[src/rtl/scanner_receiver_pkg.sv]
// rtl/scanner_receiver_pkg.sv - state encodings and command codes shared with the scanner transmitter
package scanner_receiver_pkg;

  typedef enum logic [1:0] {
    CMD  = 2'b01,
    DATA = 2'b10
  } state_e;

  localparam logic [7:0] CMD_READY = 8'd2;
  localparam logic [7:0] CMD_START = 8'd3;
  localparam logic [7:0] CMD_FULL  = 8'd4;
  localparam logic [7:0] CMD_DATA  = 8'd7;

  localparam int TIMEOUT_DEFAULT = 16;

endpackage

[src/rtl/scanner_receiver_serial_shifter.sv]
// rtl/scanner_receiver_serial_shifter.sv - LSB-first 8-bit deserializer with bit counter and frame-done strobe
module serial_shifter (
  input  logic       i_clk,
  input  logic       i_rst_n,
  input  logic       i_ser_clk,
  input  logic       i_ser_data,
  input  logic       i_clear,
  output logic [2:0] o_bit_cnt,
  output logic [7:0] o_frame_byte,
  output logic       o_frame_done
);

  logic [7:0] r_shift;
  logic [2:0] r_bit_cnt;

  // Capture each strobed bit at its position; a clear (timeout) drops any partial frame.
  always_ff @(posedge i_clk or negedge i_rst_n) begin
    if (!i_rst_n) begin
      r_shift   <= 8'h00;
      r_bit_cnt <= 3'd0;
    end else if (i_clear) begin
      r_shift   <= 8'h00;
      r_bit_cnt <= 3'd0;
    end else if (i_ser_clk) begin
      r_shift[r_bit_cnt] <= i_ser_data;
      r_bit_cnt          <= r_bit_cnt + 3'd1;
    end
  end

  // The completed byte includes the bit arriving this cycle so the top can decode it immediately.
  assign o_bit_cnt    = r_bit_cnt;
  assign o_frame_done = i_ser_clk && (r_bit_cnt == 3'd7);
  assign o_frame_byte = {i_ser_data, r_shift[6:0]};

endmodule

[src/rtl/scanner_receiver.sv]
// rtl/scanner_receiver.sv - scanner serial receiver: command decode, data holding register, idle-gap timeout
module scanner_receiver
  import scanner_receiver_pkg::*;
#(
  parameter int TIMEOUT = TIMEOUT_DEFAULT
) (
  input  logic       clk,
  input  logic       rst,
  input  logic       serClk,
  input  logic       serData,
  input  logic       rxAck,
  output logic       cmdReady,
  output logic       cmdStart,
  output logic       cmdFull,
  output logic       frameErr,
  output logic [7:0] rxData,
  output logic       rxValid,
  output logic       rxOverflow,
  output logic       readyForTransferOut,
  output logic [1:0] ps
);

  localparam int GW = $clog2(TIMEOUT + 1);

  state_e        r_state;
  state_e        w_state_nxt;
  logic [2:0]    w_bit_cnt;
  logic [7:0]    w_frame_byte;
  logic          w_frame_done;
  logic [GW-1:0] r_gap;
  logic          w_gap_active;
  logic          w_timeout;
  logic          w_load;
  logic          w_ready_nxt, w_start_nxt, w_full_nxt, w_err_nxt;
  logic          r_cmd_ready, r_cmd_start, r_cmd_full, r_frame_err;
  logic [7:0]    r_rx_data;
  logic          r_rx_valid;
  logic          r_rx_overflow;

  serial_shifter u_shifter (
    .i_clk        (clk),
    .i_rst_n      (rst),
    .i_ser_clk    (serClk),
    .i_ser_data   (serData),
    .i_clear      (w_timeout),
    .o_bit_cnt    (w_bit_cnt),
    .o_frame_byte (w_frame_byte),
    .o_frame_done (w_frame_done)
  );

  // The gap only matters while a frame is partially received or a data byte is owed.
  assign w_gap_active = (w_bit_cnt != 3'd0) || (r_state == DATA);
  assign w_timeout    = !serClk && w_gap_active && (r_gap == GW'(TIMEOUT - 1));

  // Count consecutive idle strobes; restart after a timeout so it never saturates.
  always_ff @(posedge clk or negedge rst) begin
    if (!rst) begin
      r_gap <= '0;
    end else if (serClk || !w_gap_active || w_timeout) begin
      r_gap <= '0;
    end else begin
      r_gap <= r_gap + 1'b1;
    end
  end

  // State register; pulses are registered here so they appear one clock after bit 7.
  always_ff @(posedge clk or negedge rst) begin
    if (!rst) begin
      r_state     <= CMD;
      r_cmd_ready <= 1'b0;
      r_cmd_start <= 1'b0;
      r_cmd_full  <= 1'b0;
      r_frame_err <= 1'b0;
    end else begin
      r_state     <= w_state_nxt;
      r_cmd_ready <= w_ready_nxt;
      r_cmd_start <= w_start_nxt;
      r_cmd_full  <= w_full_nxt;
      r_frame_err <= w_err_nxt;
    end
  end

  // Next state and pulse decode; timeout wins over any frame decode.
  always_comb begin
    w_state_nxt = r_state;
    w_ready_nxt = 1'b0;
    w_start_nxt = 1'b0;
    w_full_nxt  = 1'b0;
    w_err_nxt   = 1'b0;
    w_load      = 1'b0;
    if (w_timeout) begin
      w_err_nxt   = 1'b1;
      w_state_nxt = CMD;
    end else begin
      case (r_state)
        CMD: begin
          if (w_frame_done) begin
            case (w_frame_byte)
              CMD_READY: w_ready_nxt = 1'b1;
              CMD_START: w_start_nxt = 1'b1;
              CMD_FULL:  w_full_nxt  = 1'b1;
              CMD_DATA:  w_state_nxt = DATA;
              default:   w_err_nxt   = 1'b1;
            endcase
          end
        end
        DATA: begin
          if (w_frame_done) begin
            w_load      = 1'b1;
            w_state_nxt = CMD;
          end
        end
        default: w_state_nxt = CMD;
      endcase
    end
  end

  // Holding register: a new byte always loads; overflow only if the old byte was never acknowledged.
  always_ff @(posedge clk or negedge rst) begin
    if (!rst) begin
      r_rx_data     <= 8'h00;
      r_rx_valid    <= 1'b0;
      r_rx_overflow <= 1'b0;
    end else if (w_load) begin
      r_rx_data  <= w_frame_byte;
      r_rx_valid <= 1'b1;
      if (r_rx_valid && !rxAck) begin
        r_rx_overflow <= 1'b1;
      end
    end else if (rxAck && r_rx_valid) begin
      r_rx_valid <= 1'b0;
    end
  end

  assign cmdReady            = r_cmd_ready;
  assign cmdStart            = r_cmd_start;
  assign cmdFull             = r_cmd_full;
  assign frameErr            = r_frame_err;
  assign rxData              = r_rx_data;
  assign rxValid             = r_rx_valid;
  assign rxOverflow          = r_rx_overflow;
  assign readyForTransferOut = !r_rx_valid && (r_state == CMD);
  assign ps                  = r_state;

endmodule

[config.mk]
export PLATFORM = sky130hd
export DESIGN_NAME = scanner_receiver
export DESIGN_NICKNAME = d
export VERILOG_FILES = /design/src/rtl/scanner_receiver_pkg.sv /design/src/rtl/scanner_receiver_serial_shifter.sv /design/src/rtl/scanner_receiver.sv
export SDC_FILE = /design/constraint.sdc
export NUM_CORES = 1
export LEC_CHECK = 0
export BUFFER_PORTS_ARGS = -buffer_cell sky130_fd_sc_hd__buf_2
export CAP_MARGIN = 30
export CORE_UTILIZATION = 50
export CTS_BUF_LIST = sky130_fd_sc_hd__clkbuf_2
export CTS_CLUSTER_SIZE = 10
export DETAILED_ROUTE_END_ITERATION = 7
export PLACE_DENSITY_LB_ADDON = 0.25
export SLEW_MARGIN = 10
export SYNTH_ARGS = -nofsm -noshare
export SYNTH_HDL_FRONTEND = slang
export SYNTH_SLANG_ARGS = --single-unit
export TNS_END_PERCENT = 5
[constraint.sdc]
create_clock -name clk -period 3.6 [get_ports clk]
set_clock_uncertainty 0.2 [all_clocks]
set_input_delay 0.18 -clock clk [delete_from_list [all_inputs] [get_ports clk]]
set_output_delay 0.18 -clock clk [all_outputs]
set_load 0.05 [all_outputs]
==> results.md <==
* Switch share at 36.0%
* Clock Pin Slew Worst Setup and Hold Paths at 0.17 ns
* Global-route wire length before repair at 3780 microns
* Die X at 55.1 microns
* PostCTS Resize Cnt at 0
* CP Data Required Time at 3.68 ns
* Die Height at 55.1 microns
* CP Buf/Inv Count at 0
* WL/cell at 13.4 microns
* Vias/cell at 5.17
* Iteration-0 DRC count of the detailed router at 9
* Max Freq at 452 MHz
* Status: finished clean
* WP data arrival at 2.29 ns
* Crit Path Max Fanout at 11
* CTS sink count at 31
* Initial core utilization at 55.0%
* Mean Syn Cell Area at 11.7 sq um
* Slew of the pin with the lowest slew margin at 0.714 ns
* Endpoint type of the worst setup path: flop
* Most frequent cell on the critical path: ha_1
* Async set or reset register ratio after synthesis at 100%
* Slew Limit Headroom at 52.2%
* Ys flop type: dfrtp_1
* Setup Viol. Count Final at 0
* Crit path launch type: flop
* Switch Pwr at 0.300 mW
* Power per cell area at 520 mW/mm^2
* Power Internal at 0.532 mW
* Max cap viols at 0
* Final WL at 2410 microns
* Die area at 0.00304 sq mm
* Post-route ant nets at 0
* Area grow syn2layout at 13.4%
* Vias in the first global route at 856
* GRT Util Overall at 18.8%
* Cell area after synthesis at 0.00141 sq mm
* Synth Net Count at 131
* GRT overflow at 0
* Commonest non-fill, non-tap cell in the layout: dfrtp_1
* Max Buffers Root-to-Sink at 2
* LEAKAGE at 0.835 nW
* Area of the multi-input gates at 578 sq um
* I/O Pins at 22
* Commonest cells after routing, fill and taps aside: dfrtp_1 (30), buf_2 (21), nor2_1 (14), nand2_1 (9), mux2i_1 (7)
* Sequential share of power at 57.1%
* CTS tree: done
* Slew Viols, Final at 0
* FP Rows at 18
* Synth area leader: dfrtp_1
* Worst-path cell chain: ha_1 > ha_1 > nand4b_1 > mux2_1
* CP Class: flop to flop
* Crit path max-delay family: simple AND/OR/NAND/NOR gates
* Routed vias at 931
* CP peak stage delay at 0.59 ns
* Clock share of power at 19.2%
* Clock Latency Late Sink at 0.37 ns
* Logic pwr share at 23.7%
* Min Tclk post-route at 2.21 ns
* Fill cells at 219
* Synth warnings at 0
* Final TNS setup at 0 ns
* Layout cells sized above 1 at 26.7%
* Pin count of the biggest net entering global routing at 32
* Register area share after synthesis at 55.1%
* DRC at 0
* Reg area at 777 sq um
* RSZ-0062 raised after global routing: false
* Pre-antenna DRT Iters at 4
* Endpoints failing hold at 0
* Core area at 0.00257 sq mm
* Final HPWL DP at 1680 microns
* Power Total at 0.832 mW
* # H-tree levels at 2
* Tcrit/Tclk final at 61.5%
* Clk root buf: clkbuf_2
* Port-buffer cells at 21
* Diode count at 0
* Synth area leaders: dfrtp_1 (53%), mux2_4 (6.4%), mux2i_1 (5.0%)
* Number of flops mapped to enable cells by yosys at 0
* Slowest cell on crit path: nand4b_1
* Initial antenna violation count at 0
* Count of cell types in the netlist at 33
* Post-synth top area share at 53.2%
* Nets at 159
* Cells after synthesis at 121
* Num CTS Buffers at 5
* Routability Congestion at 0.705
* Worst Hold Class: input port to asynchronous set/reset pin
* #FFs+latches synth at 31
* Peak VDD IR at 313 uV
[path summary, 6_finish.rpt]
kind	cells after the start	end	slack, ns	start
min	2	cmdReady$_DFF_PN0_	0.15	rst
max reg2reg	4	rxData[0]$_DFFE_PN0P_	1.39	u_shifter.o_bit_cnt[1]$_DFFE_PN0P_
max in group asynchronous	2	rxValid$_DFFE_PN0P_	2.60	rst
min reg2reg	1	r_gap[0]$_DFF_PN0_	0.29	r_gap[0]$_DFF_PN0_
min in group clk	1	r_gap[0]$_DFF_PN0_	0.29	r_gap[0]$_DFF_PN0_
max	4	rxData[0]$_DFFE_PN0P_	1.39	u_shifter.o_bit_cnt[1]$_DFFE_PN0P_
[through the flow]
stage          setup slack [ns]  util, %  hold slack (ns)  area, sq um  std cells
2_1_floorplan              1.32        -           -0.316         1410        121
3_3_place_gp               1.44     59.2           0.0444         1520        168
3_5_place_dp               1.39     59.2           0.0530         1520        168
4_1_cts                    1.39     62.3            0.142         1600        180
5_1_grt                    1.31     62.3            0.219         1600        180
6_report                   1.39     62.3            0.147         1600        180
[area by class of cell]
| type | instances | area share, % |
|---|---|---|
| clock inverter | 3 | 0.938 |
| tap | 30 | 2.35 |
| timing repair buffer | 25 | 9.07 |
| multi-input combinational | 80 | 36.1 |
| clock buffer | 5 | 1.56 |
| sequential | 31 | 48.6 |
| inverter | 6 | 1.41 |
[state kept, by name (all words and copies together), names as in the netlist]
signal / count
cmdFull: 1
cmdReady: 1
cmdStart: 1
frameErr: 1
ps: 2
r_gap: 5
rxData: 8
rxOverflow: 1
rxValid: 1
u_shifter.o_bit_cnt: 3
u_shifter.r_shift: 7
[per-layer routing]
metal / track usage [%] / vias up / wire [microns]
li1: - / 471 / -
met1: 23.4 / 437 / 1160
met2: 28.5 / 17 / 1100
met3: 7.38 / 6 / 105
met4: 8.75 / 0 / 49
met5: 0 / - / 0
[Yosys cell counts, types with 2 or more instances]
| library cell | n |
|---|---|
| ha_1 | 5 |
| or3_1 | 4 |
| o21ai_1 | 2 |
| a21oi_1 | 2 |
| mux2i_1 | 7 |
| mux2_4 | 6 |
| nor2_1 | 14 |
| inv_1 | 6 |
| nand2b_1 | 5 |
| buf_4 | 3 |
| nand2_1 | 9 |
| nor3_1 | 6 |
| dfrtp_1 | 30 |
| o21ai_0 | 3 |
[cells by family after synthesis]
family | count (synthesis) | share of synthesized area (%)
adder cells (fa/ha/maj) | 5 | 4.43
buffers and inverters | 10 | 3.99
AND/OR/NAND/NOR | 47 | 17.7
XOR/XNOR | 2 | 1.24
flip-flops | 31 | 55.1
AO/OA/AOI/OAI | 12 | 5.41
multiplexers | 14 | 12.1
[power by group through the flow]
stage | clock network [mW] | logic, mW | registers, mW
CTS | 0.171 | 0.199 | 0.476
finish | 0.160 | 0.197 | 0.476
global placement | 0 | 0.185 | 0.479
global route | 0.180 | 0.224 | 0.486
detailed placement | 0 | 0.195 | 0.482
floorplan | 0 | 0.141 | 0.481
[repair_timing]
| item | in CTS | in global routing |
|---|---|---|
| endpoints found under the hold margin | 46 | 0 |
| setup buffers | 0 | 0 |
| hold buffers | 4 | 0 |
Note: power is estimated with default switching activity, not from simulation.
